## config.mk

```make
export PLATFORM = sky130hd
export DESIGN_NAME = pipe_hazard_ctrl_flat
export DESIGN_NICKNAME = d
export VERILOG_FILES = /design/src/rtl/pipe_hazard_ctrl_pkg.sv /design/src/rtl/pipe_hazard_ctrl_if.sv /design/src/rtl/pipe_hazard_ctrl_hazard_detect.sv /design/src/rtl/pipe_hazard_ctrl.sv /design/src/flat_wrapper.sv
export SDC_FILE = /design/constraint.sdc
export NUM_CORES = 1
export LEC_CHECK = 0
export CAP_MARGIN = 10
export CORE_MARGIN = 4
export CORE_UTILIZATION = 40
export DETAILED_ROUTE_END_ITERATION = 8
export GPL_TIMING_DRIVEN = 0
export PLACE_DENSITY = 0.67
export SLEW_MARGIN = 25
export SYNTH_ARGS = -nofsm -noshare
export SYNTH_HDL_FRONTEND = slang
export SYNTH_SLANG_ARGS = --single-unit
```

## constraint.sdc

```tcl
create_clock -name clk -period 2.5 [get_ports clk]
set_input_delay 0.5 -clock clk [delete_from_list [all_inputs] [get_ports clk]]
set_output_delay 0.5 -clock clk [all_outputs]
set_load 0.005 [all_outputs]
```

## src/rtl/pipe_hazard_ctrl_pkg.sv

```systemverilog
// Shared types and default parameters for the pipeline hazard/sequencing controller.
package pipe_hazard_ctrl_pkg;

  localparam int REG_W_DEF      = 4;
  localparam int WAIT_LIMIT_DEF = 63;
  localparam int CNT_W_DEF      = 16;

  typedef enum logic {
    ST_RUN      = 1'b0,
    ST_MEM_WAIT = 1'b1
  } state_e;

endpackage

```

## src/rtl/pipe_hazard_ctrl_if.sv

```systemverilog
// Stage-side signal bundle of the hazard controller: pipeline observations in, freeze/flush out.
interface pipe_hazard_ctrl_if
  import pipe_hazard_ctrl_pkg::*;
#(
  parameter int REG_W = REG_W_DEF,
  parameter int CNT_W = CNT_W_DEF
);

  logic [REG_W-1:0] id_src1;
  logic             id_src1_vld;
  logic [REG_W-1:0] id_src2;
  logic             id_src2_vld;
  logic [REG_W-1:0] exe_dest;
  logic             exe_wb_en;
  logic             exe_mem_read;
  logic [REG_W-1:0] mem_dest;
  logic             mem_wb_en;
  logic             branch_taken;
  logic             mem_req;
  logic             mem_ready;
  logic             if_freeze;
  logic             if_flush;
  logic             id_flush;
  logic             pipe_freeze;
  logic             mem_timeout;
  logic [CNT_W-1:0] stall_cycles;

  modport master (
    output id_src1, id_src1_vld, id_src2, id_src2_vld,
    output exe_dest, exe_wb_en, exe_mem_read, mem_dest, mem_wb_en,
    output branch_taken, mem_req, mem_ready,
    input  if_freeze, if_flush, id_flush, pipe_freeze, mem_timeout, stall_cycles
  );

  modport slave (
    input  id_src1, id_src1_vld, id_src2, id_src2_vld,
    input  exe_dest, exe_wb_en, exe_mem_read, mem_dest, mem_wb_en,
    input  branch_taken, mem_req, mem_ready,
    output if_freeze, if_flush, id_flush, pipe_freeze, mem_timeout, stall_cycles
  );

endinterface

```

## src/rtl/pipe_hazard_ctrl_hazard_detect.sv

```systemverilog
// RAW comparators between ID sources and in-flight destinations.
// HAZ_FORWARDING_EN: stall only on load-use against EXE; otherwise any EXE/MEM match stalls.
module pipe_hazard_ctrl_hazard_detect
  import pipe_hazard_ctrl_pkg::*;
#(
  parameter int REG_W = REG_W_DEF
) (
  input  logic [REG_W-1:0] src1,
  input  logic             src1_vld,
  input  logic [REG_W-1:0] src2,
  input  logic             src2_vld,
  input  logic [REG_W-1:0] exe_dest,
  input  logic             exe_wb_en,
  input  logic             exe_mem_read,
  input  logic [REG_W-1:0] mem_dest,
  input  logic             mem_wb_en,
  output logic             stall_req
);

  logic [1:0][REG_W-1:0] src;
  logic [1:0]            vld;
  logic [1:0]            hit_exe;
  logic [1:0]            hit_mem;

  assign src = {src2, src1};
  assign vld = {src2_vld, src1_vld};

  // Register 0 is an ordinary register, so no index is excluded from matching.
  for (genvar gi = 0; gi < 2; gi++) begin : g_src
    assign hit_exe[gi] = vld[gi] && (src[gi] == exe_dest);
    assign hit_mem[gi] = vld[gi] && (src[gi] == mem_dest);
  end

`ifdef HAZ_FORWARDING_EN
  logic unused_mem;
  assign unused_mem = ^{hit_mem, mem_wb_en};
  assign stall_req  = exe_wb_en && exe_mem_read && (|hit_exe);
`else
  logic unused_load;
  assign unused_load = exe_mem_read;
  assign stall_req   = (exe_wb_en && (|hit_exe)) || (mem_wb_en && (|hit_mem));
`endif

endmodule

```

## src/rtl/pipe_hazard_ctrl.sv

```systemverilog
// Pipeline sequencer: memory-wait FSM, branch/hazard priority, timeout and stall counter.
// Optional macro HAZ_FORWARDING_EN selects load-use-only stalling in the hazard detector.
module pipe_hazard_ctrl
  import pipe_hazard_ctrl_pkg::*;
#(
  parameter int REG_W      = REG_W_DEF,
  parameter int WAIT_LIMIT = WAIT_LIMIT_DEF,
  parameter int CNT_W      = CNT_W_DEF
) (
  input logic               clk,
  input logic               rst_n,
  pipe_hazard_ctrl_if.slave bus
);

  localparam int WC_W = $clog2(WAIT_LIMIT + 1);

  state_e            state_reg;
  logic [WC_W-1:0]   wait_cnt_reg;
  logic              mem_timeout_reg;
  logic [CNT_W-1:0]  stall_cycles_reg;

  logic stall_req;
  logic frozen;
  logic if_freeze_next;
  logic if_flush_next;
  logic id_flush_next;

  pipe_hazard_ctrl_hazard_detect #(.REG_W(REG_W)) u_hazard_detect (
    .src1         (bus.id_src1),
    .src1_vld     (bus.id_src1_vld),
    .src2         (bus.id_src2),
    .src2_vld     (bus.id_src2_vld),
    .exe_dest     (bus.exe_dest),
    .exe_wb_en    (bus.exe_wb_en),
    .exe_mem_read (bus.exe_mem_read),
    .mem_dest     (bus.mem_dest),
    .mem_wb_en    (bus.mem_wb_en),
    .stall_req    (stall_req)
  );

  // Gated by rst_n so nothing leaks out while reset is held with a pending access.
  always_comb begin
    frozen         = rst_n && bus.mem_req && !bus.mem_ready;
    if_freeze_next = 1'b0;
    if_flush_next  = 1'b0;
    id_flush_next  = 1'b0;
    if (rst_n && !frozen) begin
      if (bus.branch_taken) begin
        if_flush_next = 1'b1;
        id_flush_next = 1'b1;
      end else if (stall_req) begin
        if_freeze_next = 1'b1;
        id_flush_next  = 1'b1;
      end
    end
  end

  assign bus.pipe_freeze  = frozen;
  assign bus.if_freeze    = if_freeze_next;
  assign bus.if_flush     = if_flush_next;
  assign bus.id_flush     = id_flush_next;
  assign bus.mem_timeout  = mem_timeout_reg;
  assign bus.stall_cycles = stall_cycles_reg;

  always_ff @(posedge clk or negedge rst_n) begin
    if (!rst_n) begin
      state_reg        <= ST_RUN;
      wait_cnt_reg     <= '0;
      mem_timeout_reg  <= 1'b0;
      stall_cycles_reg <= '0;
    end else begin
      case (state_reg)
        ST_RUN: begin
          if (bus.mem_req && !bus.mem_ready) state_reg <= ST_MEM_WAIT;
        end
        ST_MEM_WAIT: begin
          if (bus.mem_ready) begin
            state_reg    <= ST_RUN;
            wait_cnt_reg <= '0;
          end else if (wait_cnt_reg != WC_W'(WAIT_LIMIT)) begin
            wait_cnt_reg <= wait_cnt_reg + WC_W'(1);
          end
        end
        default: state_reg <= ST_RUN;
      endcase

      if (wait_cnt_reg == WC_W'(WAIT_LIMIT)) mem_timeout_reg <= 1'b1;

      if (if_freeze_next && !(&stall_cycles_reg))
        stall_cycles_reg <= stall_cycles_reg + CNT_W'(1);
    end
  end

endmodule

```

## src/flat_wrapper.sv

```systemverilog
// flat-port wrapper written by rule: the top's interface ports become plain ports
module pipe_hazard_ctrl_flat import pipe_hazard_ctrl_pkg::*;
#(
  parameter int REG_W      = REG_W_DEF,
  parameter int WAIT_LIMIT = WAIT_LIMIT_DEF,
  parameter int CNT_W      = CNT_W_DEF
)
  (clk, rst_n, bus_id_src1, bus_id_src1_vld, bus_id_src2, bus_id_src2_vld, bus_exe_dest, bus_exe_wb_en, bus_exe_mem_read, bus_mem_dest, bus_mem_wb_en, bus_branch_taken, bus_mem_req, bus_mem_ready, bus_if_freeze, bus_if_flush, bus_id_flush, bus_pipe_freeze, bus_mem_timeout, bus_stall_cycles);
  pipe_hazard_ctrl_if #(.REG_W(REG_W), .CNT_W(CNT_W)) bus_i ();
  input logic clk;
  input logic rst_n;
  input wire logic [$bits(bus_i.id_src1)-1:0] bus_id_src1;
  input wire logic [$bits(bus_i.id_src1_vld)-1:0] bus_id_src1_vld;
  input wire logic [$bits(bus_i.id_src2)-1:0] bus_id_src2;
  input wire logic [$bits(bus_i.id_src2_vld)-1:0] bus_id_src2_vld;
  input wire logic [$bits(bus_i.exe_dest)-1:0] bus_exe_dest;
  input wire logic [$bits(bus_i.exe_wb_en)-1:0] bus_exe_wb_en;
  input wire logic [$bits(bus_i.exe_mem_read)-1:0] bus_exe_mem_read;
  input wire logic [$bits(bus_i.mem_dest)-1:0] bus_mem_dest;
  input wire logic [$bits(bus_i.mem_wb_en)-1:0] bus_mem_wb_en;
  input wire logic [$bits(bus_i.branch_taken)-1:0] bus_branch_taken;
  input wire logic [$bits(bus_i.mem_req)-1:0] bus_mem_req;
  input wire logic [$bits(bus_i.mem_ready)-1:0] bus_mem_ready;
  output wire logic [$bits(bus_i.if_freeze)-1:0] bus_if_freeze;
  output wire logic [$bits(bus_i.if_flush)-1:0] bus_if_flush;
  output wire logic [$bits(bus_i.id_flush)-1:0] bus_id_flush;
  output wire logic [$bits(bus_i.pipe_freeze)-1:0] bus_pipe_freeze;
  output wire logic [$bits(bus_i.mem_timeout)-1:0] bus_mem_timeout;
  output wire logic [$bits(bus_i.stall_cycles)-1:0] bus_stall_cycles;
  assign bus_i.id_src1 = bus_id_src1;
  assign bus_i.id_src1_vld = bus_id_src1_vld;
  assign bus_i.id_src2 = bus_id_src2;
  assign bus_i.id_src2_vld = bus_id_src2_vld;
  assign bus_i.exe_dest = bus_exe_dest;
  assign bus_i.exe_wb_en = bus_exe_wb_en;
  assign bus_i.exe_mem_read = bus_exe_mem_read;
  assign bus_i.mem_dest = bus_mem_dest;
  assign bus_i.mem_wb_en = bus_mem_wb_en;
  assign bus_i.branch_taken = bus_branch_taken;
  assign bus_i.mem_req = bus_mem_req;
  assign bus_i.mem_ready = bus_mem_ready;
  assign bus_if_freeze = bus_i.if_freeze;
  assign bus_if_flush = bus_i.if_flush;
  assign bus_id_flush = bus_i.id_flush;
  assign bus_pipe_freeze = bus_i.pipe_freeze;
  assign bus_mem_timeout = bus_i.mem_timeout;
  assign bus_stall_cycles = bus_i.stall_cycles;
  pipe_hazard_ctrl #(.REG_W(REG_W), .WAIT_LIMIT(WAIT_LIMIT), .CNT_W(CNT_W)) u_core (.clk(clk), .rst_n(rst_n), .bus(bus_i));
endmodule
```

==> results.json <==
{
  "grt_start_max_net_pins": 28,
  "async_flop_share_pct": 100.0,
  "via_per_inst": 5.221,
  "worst_r2r_startpoint": "u_core.bus.stall_cycles[6]",
  "cts_buffers": 3,
  "finalHoldViolCount": 0,
  "diodes": 0,
  "initial_core_util_pct": 42.12,
  "crit_arrival_ns": 1.89,
  "synthesis.area_mm2": 0.001439,
  "ys_seq_elements": 24,
  "cp_num_cells": 10,
  "rr_worst_depth": 6,
  "slew_viol_final": 0,
  "period_share_pct": 95.54,
  "power_frac_comb_pct": 22.3,
  "first_iter_violations": 85,
  "gr-usage-all-layers_pct": 16.31,
  "tightestPinTransition_ns": 0.5678,
  "cts_tree": "done",
  "worstSetupEndpointType": "primary output",
  "finish.utilization_pct": 58.28,
  "wl_mm": 3.412,
  "hpwl_mm": 2.634,
  "cp_cell_sequence": "dlygate4sd2_1 > xor2_1 > nor3_2 > nand4_1 > nand4_1 > buf_6 > buf_4 > nor2_1 > nor2_1 > clkbuf_2",
  "grt_pass1_vias": 1349,
  "place_congestion": 0.8222,
  "rows": 21,
  "yosysSeqAreaShare_pct": 41.74,
  "final_nets": 232,
  "max_slew_margin_pct": 62.15,
  "holdWs_ns": 0.1619,
  "r2r_setup_slack_ns": 0.55,
  "start_kind": "input pin",
  "fin_skew_ns": 0.003211,
  "fp.dieW_um": 67.98,
  "ys_warn_count": 0,
  "hp-class": "in2async",
  "crit_type": "in2out",
  "grt_pass1_wl_mm": 5.947,
  "largest_reg_flops": 16,
  "dpl_worst_slack_ns": -0.8121,
  "peakVddDrop_uv": 356.9,
  "areaGrowthSynthToFinish_pct": 38.35,
  "final_cell_mix": "25 x clkdlybuf4s50_1, 24 x dfrtp_1, 19 x xnor2_1",
  "die_h_um": 67.98,
  "cp.required_ns": 2.00,
  "slowest_stage": "dlygate4sd2_1",
  "ios": 47,
  "setup_viol_count_final": 0,
  "syn_nets": 178,
  "rr_endpoint": "u_core.bus.stall_cycles[1]",
  "setup_slack_ns": 0.1115,
  "status": "completed",
  "cts_sinks": 24,
  "path_buf_inv": 4,
  "post_drt_wl_per_cell_um": 13.70,
  "pwr-share-seq_pct": 53.3,
  "cts_buffer_depth": 2,
  "htreeDepth": 1,
  "synth_enable_flop_cells": 0,
  "p_sw_share_pct": 27.78,
  "drt-pass1-iter-count": 4,
  "critPathMaxFanout": 3,
  "intPower_uw": 605.3,
  "drive_above_1_share_pct": 9.852,
  "synthCells": 150,
  "gr-total-overflow": 0,
  "cts_root_buf": "clkbuf_4",
  "mostFrequentLayoutCell": "clkdlybuf4s50_1",
  "layout_min_cycle_time_ns": 2.388,
  "ant_nets": 0,
  "clock_latency_ns": 0.31,
  "p_per_area_mw_per_mm2": 421.0,
  "dieArea_mm2": 0.004621,
  "drc": 0,
  "vias": 1300,
  "slowest_delay_ns": 0.28,
  "clock.fmax_mhz": 418.7,
  "critical_path.top_delay_family": "buffers and inverters",
  "avgSynthCellArea_um2": 9.593,
  "portBuffers": 44,
  "ys_types": 31,
  "core_area_mm2": 0.003416,
  "cap_violations": 0,
  "ys.flop_type": "dfrtp_1",
  "holdBufCountCts": 0,
  "clkTransAtPathRegs_ns": 0.13,
  "switchingPower_uw": 232.8,
  "leakagePower_uw": 0.0008582,
  "antenna_found_initial": 0,
  "clockPowerShare_pct": 24.4
}
==> cells in the mapped netlist, types with 3 or more instances <==
cell type  instances  area share [%]
nor2_1            10             2.6
dfrtp_1           24              42
xnor2_1           19              12
a21oi_1            8             2.8
nor3_1             7             2.4
nand4_1           13             5.7
xor2_1            12             7.3
inv_1              4             1.0
nand2_1            6             1.6
and3_1             7             3.0
nand2b_1           3             1.3
nand3_1           10             3.5
==> final cells by class <==
cell class	instances	area (µm²)
fill	319	1425
sequential	24	600.6
multi-input combinational	119	814.5
buffer	3	20.02
timing repair buffer	49	446.7
inverter	4	15.01
tap	46	57.56
clock buffer	4	36.28
==> timing repair <==
action / 4_1_cts / 5_1_grt
pin swaps: 6 / 2
resized for setup: 21 / 2
endpoints found under the setup margin: 2 / 2
buffers inserted: 4 / 1
==> logic make-up (layout without fill, tap and decap cells) <==
logic type	Yosys count	count (layout)	share of synthesized area (%)
buffers and inverters	7	60	1.999
adder cells (fa/ha/maj)	2	2	1.739
flip-flops	24	24	41.74
multiplexers	2	2	1.565
XOR/XNOR	31	31	18.87
AO/OA/AOI/OAI	14	14	5.391
AND/OR/NAND/NOR	70	70	28.70
==> metrics by stage <==
| stage | instance area, µm² | cells | setup TNS [ns] | total power [µW] |
|---|---|---|---|---|
| global route | 1991 | 249 | -0.007319 | 889.4 |
| CTS | 1983 | 248 | 0 | 848.1 |
| finish | 1991 | 249 | 0 | 838.1 |
| global placement | 1937 | 240 | -11.17 | 634.5 |
| floorplan | 1439 | 150 | 0 | 528.1 |
| detailed placement | 1932 | 240 | -1.865 | 643.2 |
==> worst register-to-register path: stages, from the launching register on <==
cell and delay, ns:
dfrtp_1 0.46, and4_4 0.29, nand4_4 0.14, nor3_2 0.38
nor2_2 0.12, nand2_1 0.14, mux2_1 0.32
==> per-layer routing <==
layer	global-route usage, %	routed length, µm
met1	23.64	1666
met2	25.39	1544
met3	2.791	174
met4	3.474	25
met5	0	0
==> worst max-delay path by stage <==
stage / startpoint / endpoint / slack, ns
2_1_floorplan: bus_id_src1[0] / bus_id_flush / 0.50
3_3_place_gp: rst_n / bus_if_freeze / -0.78
3_5_place_dp: bus_id_src1[0] / bus_id_flush / -0.81
4_1_cts: bus_id_src1[2] / bus_id_flush / 0.02
5_1_grt: bus_id_src1[0] / bus_id_flush / -0.007
6_report: bus_id_src1[0] / bus_id_flush / 0.11
==> power groups by stage <==
stage	combinational, µW	sequential (µW)	clock [µW]
after detailed placement	189	454	0
after global routing	209	454	226
final	187	446	205
after global placement	182	452	0
after CTS	188	447	213
after floorplan	79.1	449	0
Power figures use the tool's default switching activity.
